File: src/rtl/rx78_keyboard.sv
// RX-78 keyboard responder: ps2_key events -> 9x8 key matrix, Z80 port F4 (write = row strobe, read = column data).
// Latency: matrix bit updates the edge after an event; read data/dout_en registered one clock after the read cycle.
// Backpressure: none; bus cycles are sampled every clock. Optional macro RX78_JOYSTICK_EN maps joysticks to strobes 0x0A/0x0B.
module rx78_keyboard #(
  parameter logic [7:0] PORT_ADDR = 8'hF4,
  parameter int         NUM_ROWS  = 9
) (
  input  logic        clk,
  input  logic        reset_n,
  input  logic [10:0] ps2_key,
  input  logic        iorq_n,
  input  logic        rd_n,
  input  logic        wr_n,
  input  logic [7:0]  addr,
  input  logic [7:0]  din,
  output logic [7:0]  dout,
  output logic        dout_en,
  input  logic [7:0]  joy0,
  input  logic [7:0]  joy1
);

  localparam int         IW        = $clog2(NUM_ROWS);
  localparam logic [7:0] ROWS_B    = 8'(NUM_ROWS);
  localparam logic [7:0] SHIFT_ROW = 8'd8;

  // Keymap (rx78_keymap.txt): {ext, scancode} -> {valid, row[3:0], col[2:0]}.
  // Shift keys are handled separately through hold flags, not through this table.
  function automatic logic [7:0] keymap(input logic [8:0] k);
    logic [7:0] r;
    r = 8'h00;
    case (k)
      9'h045: r = {1'b1, 4'd0, 3'd0}; 9'h016: r = {1'b1, 4'd0, 3'd1};
      9'h01E: r = {1'b1, 4'd0, 3'd2}; 9'h026: r = {1'b1, 4'd0, 3'd3};
      9'h025: r = {1'b1, 4'd0, 3'd4}; 9'h02E: r = {1'b1, 4'd0, 3'd5};
      9'h036: r = {1'b1, 4'd0, 3'd6}; 9'h03D: r = {1'b1, 4'd0, 3'd7};
      9'h03E: r = {1'b1, 4'd1, 3'd0}; 9'h046: r = {1'b1, 4'd1, 3'd1};
      9'h04C: r = {1'b1, 4'd1, 3'd2}; 9'h052: r = {1'b1, 4'd1, 3'd3};
      9'h041: r = {1'b1, 4'd1, 3'd4}; 9'h04E: r = {1'b1, 4'd1, 3'd5};
      9'h049: r = {1'b1, 4'd1, 3'd6}; 9'h04A: r = {1'b1, 4'd1, 3'd7};
      9'h054: r = {1'b1, 4'd2, 3'd0}; 9'h01C: r = {1'b1, 4'd2, 3'd1};
      9'h032: r = {1'b1, 4'd2, 3'd2}; 9'h021: r = {1'b1, 4'd2, 3'd3};
      9'h023: r = {1'b1, 4'd2, 3'd4}; 9'h024: r = {1'b1, 4'd2, 3'd5};
      9'h02B: r = {1'b1, 4'd2, 3'd6}; 9'h034: r = {1'b1, 4'd2, 3'd7};
      9'h033: r = {1'b1, 4'd3, 3'd0}; 9'h043: r = {1'b1, 4'd3, 3'd1};
      9'h03B: r = {1'b1, 4'd3, 3'd2}; 9'h042: r = {1'b1, 4'd3, 3'd3};
      9'h04B: r = {1'b1, 4'd3, 3'd4}; 9'h03A: r = {1'b1, 4'd3, 3'd5};
      9'h031: r = {1'b1, 4'd3, 3'd6}; 9'h044: r = {1'b1, 4'd3, 3'd7};
      9'h04D: r = {1'b1, 4'd4, 3'd0}; 9'h015: r = {1'b1, 4'd4, 3'd1};
      9'h02D: r = {1'b1, 4'd4, 3'd2}; 9'h01B: r = {1'b1, 4'd4, 3'd3};
      9'h02C: r = {1'b1, 4'd4, 3'd4}; 9'h03C: r = {1'b1, 4'd4, 3'd5};
      9'h02A: r = {1'b1, 4'd4, 3'd6}; 9'h01D: r = {1'b1, 4'd4, 3'd7};
      9'h022: r = {1'b1, 4'd5, 3'd0}; 9'h035: r = {1'b1, 4'd5, 3'd1};
      9'h01A: r = {1'b1, 4'd5, 3'd2}; 9'h05B: r = {1'b1, 4'd5, 3'd3};
      9'h05D: r = {1'b1, 4'd5, 3'd4}; 9'h055: r = {1'b1, 4'd5, 3'd5};
      9'h00E: r = {1'b1, 4'd5, 3'd6}; 9'h029: r = {1'b1, 4'd5, 3'd7};
      9'h05A: r = {1'b1, 4'd6, 3'd0}; 9'h066: r = {1'b1, 4'd6, 3'd1};
      9'h076: r = {1'b1, 4'd6, 3'd2}; 9'h00D: r = {1'b1, 4'd6, 3'd3};
      9'h005: r = {1'b1, 4'd6, 3'd4}; 9'h006: r = {1'b1, 4'd6, 3'd5};
      9'h004: r = {1'b1, 4'd6, 3'd6}; 9'h00C: r = {1'b1, 4'd6, 3'd7};
      9'h174: r = {1'b1, 4'd7, 3'd0}; 9'h16B: r = {1'b1, 4'd7, 3'd1};
      9'h175: r = {1'b1, 4'd7, 3'd2}; 9'h172: r = {1'b1, 4'd7, 3'd3};
      9'h16C: r = {1'b1, 4'd7, 3'd4}; 9'h171: r = {1'b1, 4'd7, 3'd5};
      9'h170: r = {1'b1, 4'd7, 3'd6}; 9'h014: r = {1'b1, 4'd7, 3'd7};
      default: r = 8'h00;
    endcase
    return r;
  endfunction

  logic                       tog_q, primed_q, lsh_q, rsh_q;
  logic [NUM_ROWS-1:0][7:0]   mat_q;
  logic [7:0]                 strobe_q, dout_q, row_d, row_idx, km;
  logic                       dout_en_q, key_evt, wr_hit, rd_hit;

  // primed_q masks the first clock after reset so a held toggle level is not seen as an event.
  assign key_evt = primed_q & (ps2_key[10] ^ tog_q);
  assign km      = keymap(ps2_key[8:0]);
  assign wr_hit  = ~iorq_n & ~wr_n & (addr == PORT_ADDR);
  assign rd_hit  = ~iorq_n & ~rd_n & wr_n & (addr == PORT_ADDR);
  assign row_idx = strobe_q - 8'd1;

  // Event detection and matrix / shift-flag update.
  always_ff @(posedge clk or negedge reset_n) begin
    if (!reset_n) begin
      tog_q    <= 1'b0;
      primed_q <= 1'b0;
      lsh_q    <= 1'b0;
      rsh_q    <= 1'b0;
      mat_q    <= '0;
    end else begin
      tog_q    <= ps2_key[10];
      primed_q <= 1'b1;
      if (key_evt) begin
        if (ps2_key[8:0] == 9'h012) begin
          lsh_q <= ps2_key[9];
        end else if (ps2_key[8:0] == 9'h059) begin
          rsh_q <= ps2_key[9];
        end else if (km[7]) begin
          mat_q[km[6:3]][km[2:0]] <= ps2_key[9];
        end
      end
    end
  end

`ifdef RX78_JOYSTICK_EN
  logic [7:0] joy0_m_q, joy0_s_q, joy1_m_q, joy1_s_q;

  // Two-flop synchronizers for the asynchronous joystick inputs.
  always_ff @(posedge clk or negedge reset_n) begin
    if (!reset_n) begin
      joy0_m_q <= 8'h00;
      joy0_s_q <= 8'h00;
      joy1_m_q <= 8'h00;
      joy1_s_q <= 8'h00;
    end else begin
      joy0_m_q <= joy0;
      joy0_s_q <= joy0_m_q;
      joy1_m_q <= joy1;
      joy1_s_q <= joy1_m_q;
    end
  end
`else
  logic unused_joy;
  assign unused_joy = ^{joy0, joy1};
`endif

  // Row mux: strobe 1..NUM_ROWS selects a matrix row; row 8 bit 0 is the OR of both shift flags.
  always_comb begin
    row_d = 8'h00;
    if (strobe_q >= 8'd1 && strobe_q <= ROWS_B) begin
      row_d = mat_q[row_idx[IW-1:0]];
      if (row_idx == SHIFT_ROW) row_d[0] = row_d[0] | lsh_q | rsh_q;
    end
`ifdef RX78_JOYSTICK_EN
    else if (strobe_q == 8'h0A) begin
      row_d = joy0_s_q;
    end else if (strobe_q == 8'h0B) begin
      row_d = joy1_s_q;
    end
`endif
  end

  // Port F4 strobe latch and registered read response; a write with rd_n also low never answers.
  always_ff @(posedge clk or negedge reset_n) begin
    if (!reset_n) begin
      strobe_q  <= 8'h00;
      dout_q    <= 8'h00;
      dout_en_q <= 1'b0;
    end else begin
      if (wr_hit) strobe_q <= din;
      dout_q    <= rd_hit ? row_d : 8'h00;
      dout_en_q <= rd_hit;
    end
  end

  assign dout    = dout_q;
  assign dout_en = dout_en_q;

endmodule

File: config.mk
export PLATFORM = sky130hd
export DESIGN_NAME = rx78_keyboard
export DESIGN_NICKNAME = d
export VERILOG_FILES = /design/src/rtl/rx78_keyboard.sv
export SDC_FILE = /design/constraint.sdc
export NUM_CORES = 1
export LEC_CHECK = 0
export BUFFER_PORTS_ARGS = -buffer_cell sky130_fd_sc_hd__buf_4
export CORE_MARGIN = 2
export CORE_UTILIZATION = 35
export CTS_CLUSTER_SIZE = 28
export DETAILED_ROUTE_END_ITERATION = 10
export PLACE_DENSITY = 0.55
export SLEW_MARGIN = 20
export SYNTH_ARGS = -nofsm -noshare
export SYNTH_HDL_FRONTEND = slang
export SYNTH_SLANG_ARGS = --single-unit
File: constraint.sdc
create_clock -name clk -period 3.2 [get_ports clk]
set_input_delay 0.64 -clock clk [delete_from_list [all_inputs] [get_ports clk]]
set_output_delay 0.64 -clock clk [all_outputs]
set_load 0.01 [all_outputs]
* After elaboration in Yosys (flattened, before gate mapping)
Cells that the tools add are included.
Operators by class: reduce and logical (&&, ||, !) cells 6, muxes and demuxes 11, add/subtract/negate cells 1, order comparisons 7, eq/ne operators 68, bitwise operators 14
Operators with widths (count):
- case mux 8 bit (64 select lines) | 1
- == test 9 x 6 -> 1 bit, second input constant | 23
- == test 9 x 7 -> 1 bit, second input constant | 21
- == test 9 x 5 -> 1 bit, second input constant | 9
- bitwise mux 72 bit | 1
- == test 9 bit, second input constant | 7
- binary-select mux 8 bit (select 4 bit) | 1
- demux 8 bit (select 4 bit) | 1
- 2-to-1 mux 8 bit | 4
- == test 9 x 3 -> 1 bit, second input constant | 3
- == test 9 x 4 -> 1 bit, second input constant | 3
- less-than comparator 4 x 5 -> 1 bit, second input constant | 2
- == test 8 x 4 -> 1 bit, second input constant | 1
- == test 8 bit, second input constant | 1
- >= comparator 8 x 1 -> 1 bit, second input constant | 1
- <= comparator 8 x 4 -> 1 bit, second input constant | 1
- subtractor 8 x 1 -> 8 bit, second input constant | 1
- bitwise AND 1 bit | 6
- NOT 1 bit | 5
- >= comparator 4 x 1 -> 1 bit, second input constant | 1
- less-than comparator 3 x 4 -> 1 bit, second input constant | 1
- AND reduction 4 bit | 1
- demux 1 bit (select 3 bit) | 1
- >= comparator 3 x 1 -> 1 bit, second input constant | 1
- 6 further kinds | 10
Word-level totals: output and inout bits 9, register bits 93, word-level logic and storage cells 123, input bits 48

* Longest topological paths before layout
depth after elaboration 9, mapped depth 12, mapped depth without buffers 9

* Worst setup path after synthesis
No wires, ideal clock.
path type input to register, start in ps2_key[4], end reg mat_q[12] (netlist bit), slack 0.098 ns, buffers on the path 3, cell stages on the path 10, data required time 3.072 ns, data arrival time 2.974 ns, library setup time 0.128 ns, cell sequence buf_2 -> buf_2 -> and4b_1 -> o2111a_2 -> nor3_2 -> nand4_1 -> or4_4 -> buf_6 -> nor4b_2 -> mux2_1
On the way: cells in the longest elaborated chain, start to end 9, elaborated cells between the ends (all ways) 81, those cells by class 4 x order compare; 66 x eq/ne; 6 x mux; 2 x bitwise; 3 x reduce/logical
Ends and longest elaborated chain:
- start, declared | line 10 | input logic [10:0] ps2_key,
- == test 9 x 5 -> 1 bit (tied with other cells) | line 31 | case (k)
- case mux 8 bit (64 select lines) | line 31
- less-than comparator 3 x 4 -> 1 bit (not written as such) / >= comparator 3 x 1 -> 1 bit (equally long branches) | line 98 | mat_q[km[6:3]][km[2:0]] <= ps2_key[9];
- logical AND 1 bit (not written as such) | line 98
- 2-to-1 mux 1 bit (not written as such) | line 98
- demux 1 bit (select 3 bit) | line 98
- 2-to-1 mux 8 bit (not written as such) | line 98
- demux 8 bit (select 4 bit) | line 98
- bitwise mux 72 bit | line 98
- end signal, assigned by index | line 98
- end, declared | line 70 | logic [NUM_ROWS-1:0][7:0] mat_q;
Parallel ways exist; a longest one is shown, timed or not. A chain may end at the register's enable or synchronous reset.

* Final worst setup path
start in ps2_key[2], end reg mat_q[1] (netlist bit)
The elaborated chain is that of the path after synthesis.

==> run summary <==
status: finished clean
YS warnings: 0
Via density: 5.69
vias post-DR: 5117
Hold Path Class: in -> async
clock skew: 0.00579 ns
Residual DRC: 0
P_leak: 3.24 nW
ANT nets after route: 0
# fillers: 1559
cts-stage hold buffer count: 0
Rel. slew slack: 34.7%
Post-Syn Area: 5840 um^2
number of max-cap violations: 0
Startpoint Class: input port
leading area contributor after synthesis: dfrtp_1
Port Buffers: 40
unique cell type count in the Yosys netlist: 66
Net Count, Synth: 609
RSZ-0062 raised after global routing: false
layout cell share with drive strength beyond 1: 40.9%
Post-synth EDFFs: 0
CTS max path bufs: 2
CTS Buf Count: 9
Arrival @ worst endpoint: 3.25 ns
Synth Instances: 559
hold slack final: 0.342 ns
largest net degree at the start of global routing: 67
Final Max Slew Viols: 0
CP required: 3.42 ns
Initial Util: 35.5%
Mapped Avg Cell Area: 10.5 um^2
diode count: 0
Synth Register Bits: 85
H-tree depth: 3
DRT Pass-1 Iters: 7
Post-DP HPWL: 12.8 mm
Area contributors post-synth: dfrtp_1 36%, mux2_2 11%, mux4_2 6.2%
initial drt markers: 440
io pins: 57
vias in the first global route: 5150
sequential cell area fraction in the yosys report: 36.4%
Setup crit end kind: flip-flop
WL per Instance: 19.4 um
GRT Overall Usage: 20.2%
WL final: 17.5 mm
endpoints failing hold: 0
r2r startpoint: tog_q
CTS tree: built
Fin Setup TNS: 0 ns
Setup Fix Bufs, Post-CTS: 0
die area: 17700 um^2
Peak supply drop: 0.268 mV
Tot Pwr: 2.78 mW
remaining global-route overflow: 0
initial antenna violation count: 0
# resized after CTS: 0
Finished Core Util: 45.3%
PnR worst setup slack: 0.175 ns
Skew-Pair Late Insertion Delay: 0.34 ns
Sink Count: 85
reg2reg end: mat_q[15]
worst reg2reg path depth: 8
CORE AREA: 16500 um^2
Area Growth Syn to Fin: 27.7%
Fmax: 331 MHz
ratio of final minimum period to clock period: 94.5%
first-pass GRT wire length: 28.3 mm
Async S/R FF share, synth: 100%
reg-to-reg setup timing slack: 0.92 ns
Period minus WS final: 3.03 ns
Clock transition at path regs: 0.06 ns
WS Path Type: in -> reg
Most used DFF post-synth: dfrtp_1
GP Congestion: 0.956
worst-margin pin slew: 0.973 ns
Crit Path Max Fanout: 32
Rows: 47
# nets final: 725
post-synth top area share: 36.4%
Horiz. Die Dim: 133 um
Power per Cell Area: 372 nW/um^2
CTS Root Cell: clkbuf_16
dpl ws: -0.168 ns
Die H: 133 um
Final setup viols: 0
critical path, stage by stage:
cell	delay, ns
buf_4	0.15
buf_4	0.16
and3b_1	0.16
o211ai_1	0.27
and3_1	0.22
o2111ai_1	0.12
or4_2	0.61
buf_12	0.21
nor4_1	0.34
mux2_1	0.36
layer usage:
layer | global-route usage (%) | up-vias | wire (um) | share of wire [%]
li1 | - | 2378 | - | -
met1 | 28.1 | 2558 | 7840 | 45
met2 | 32.6 | 154 | 8360 | 48
met3 | 3.92 | 27 | 937 | 5.4
met4 | 5.38 | 0 | 331 | 1.9
met5 | 0 | - | 0 | 0
synth_stat cells, drive strengths merged (4+ instances only):
cell type,count
or3b,6
mux4,16
nand2,36
nor4b,17
nand3,14
and3,8
and4b,5
o211ai,5
dfrtp,85
mux2,72
a211oi,4
and2,6
nor2,15
nand4b,11
a21oi,21
xnor2,4
buf,37
clkbuf,18
nand2b,6
inv,6
nor3b,9
nand3b,5
nor2b,11
o21ai,24
nor4,21
nor3,22
nand4,26
where the power goes:
part / internal, mW / switching [mW]
Sequential: 1.10 / 0.0116
Clock: 0.827 / 0.410
Combinational: 0.194 / 0.239
Total: 2.12 / 0.660
metrics by stage:
step,area (um^2),instances
final,7460,900
after global routing,7460,900
after CTS,7460,900
after detailed placement,7100,884
after global placement,7100,884
after floorplan,5840,559
cell usage in the layout (no fill, tap or decap), drive strengths merged, types with 5 or more instances in the layout:
| cell type | Yosys | routed |
|---|---|---|
| and2 | 6 | 6 |
| nor2 | 15 | 15 |
| or3b | 6 | 6 |
| nand4b | 11 | 11 |
| nand4 | 26 | 26 |
| nor4b | 17 | 17 |
| nand3b | 5 | 5 |
| dfrtp | 85 | 85 |
| clkbuf | 18 | 13 |
| o211ai | 5 | 5 |
| nor2b | 11 | 11 |
| nand2 | 36 | 36 |
| nand3 | 14 | 14 |
| mux2 | 72 | 72 |
| nand2b | 6 | 6 |
| buf | 37 | 160 |
| a21oi | 21 | 21 |
| and4b | 5 | 5 |
| and3 | 8 | 8 |
| nor4 | 21 | 21 |
| o21ai | 24 | 24 |
| nor3b | 9 | 9 |
| nor3 | 22 | 22 |
| inv | 6 | 6 |
| mux4 | 16 | 16 |
sequential cells by signal, indices dropped and copies added, names as in the netlist:
name and cells:
rsh_q 1, lsh_q 1, strobe_q 8, dout 8, primed_q 1, tog_q 1, dout_en 1, mat_q 64
cell families after synthesis:
kind of cell	count (synthesis)	synth area share (%)
flops	85	36.4
fa+ha+maj	2	0.428
xor+xnor	7	1.05
buf+inv	61	5.93
other cells	1	0.0642
simple gates	226	25.8
mux	89	20.2
compound gates	88	10.1
how the worst max path moves through the flow:
stage                from  slack (ns)        end  depth (start not counted)
2_1_floorplan  ps2_key[4]         0.1  mat_q[12]                         10
3_3_place_gp   ps2_key[4]       -0.15  mat_q[10]                          9
3_5_place_dp   ps2_key[4]       -0.17  mat_q[10]                          9
4_1_cts        ps2_key[4]        0.20  mat_q[10]                          9
5_1_grt        ps2_key[4]        0.08   mat_q[2]                          9
6_report       ps2_key[2]        0.17   mat_q[1]                         10
final cells by class:
class | count | area [um^2] | share of cell area, %
Multi-Input combinational cell | 413 | 3380 | 45.2
Sequential cell | 85 | 2130 | 28.5
Timing Repair Buffer | 160 | 1300 | 17.4
Tap cell | 220 | 275 | 3.69
Clock buffer | 13 | 270 | 3.62
Clock inverter | 3 | 90.1 | 1.21
Inverter | 6 | 22.5 | 0.302
Note: power is estimated with default switching activity, not from simulation.
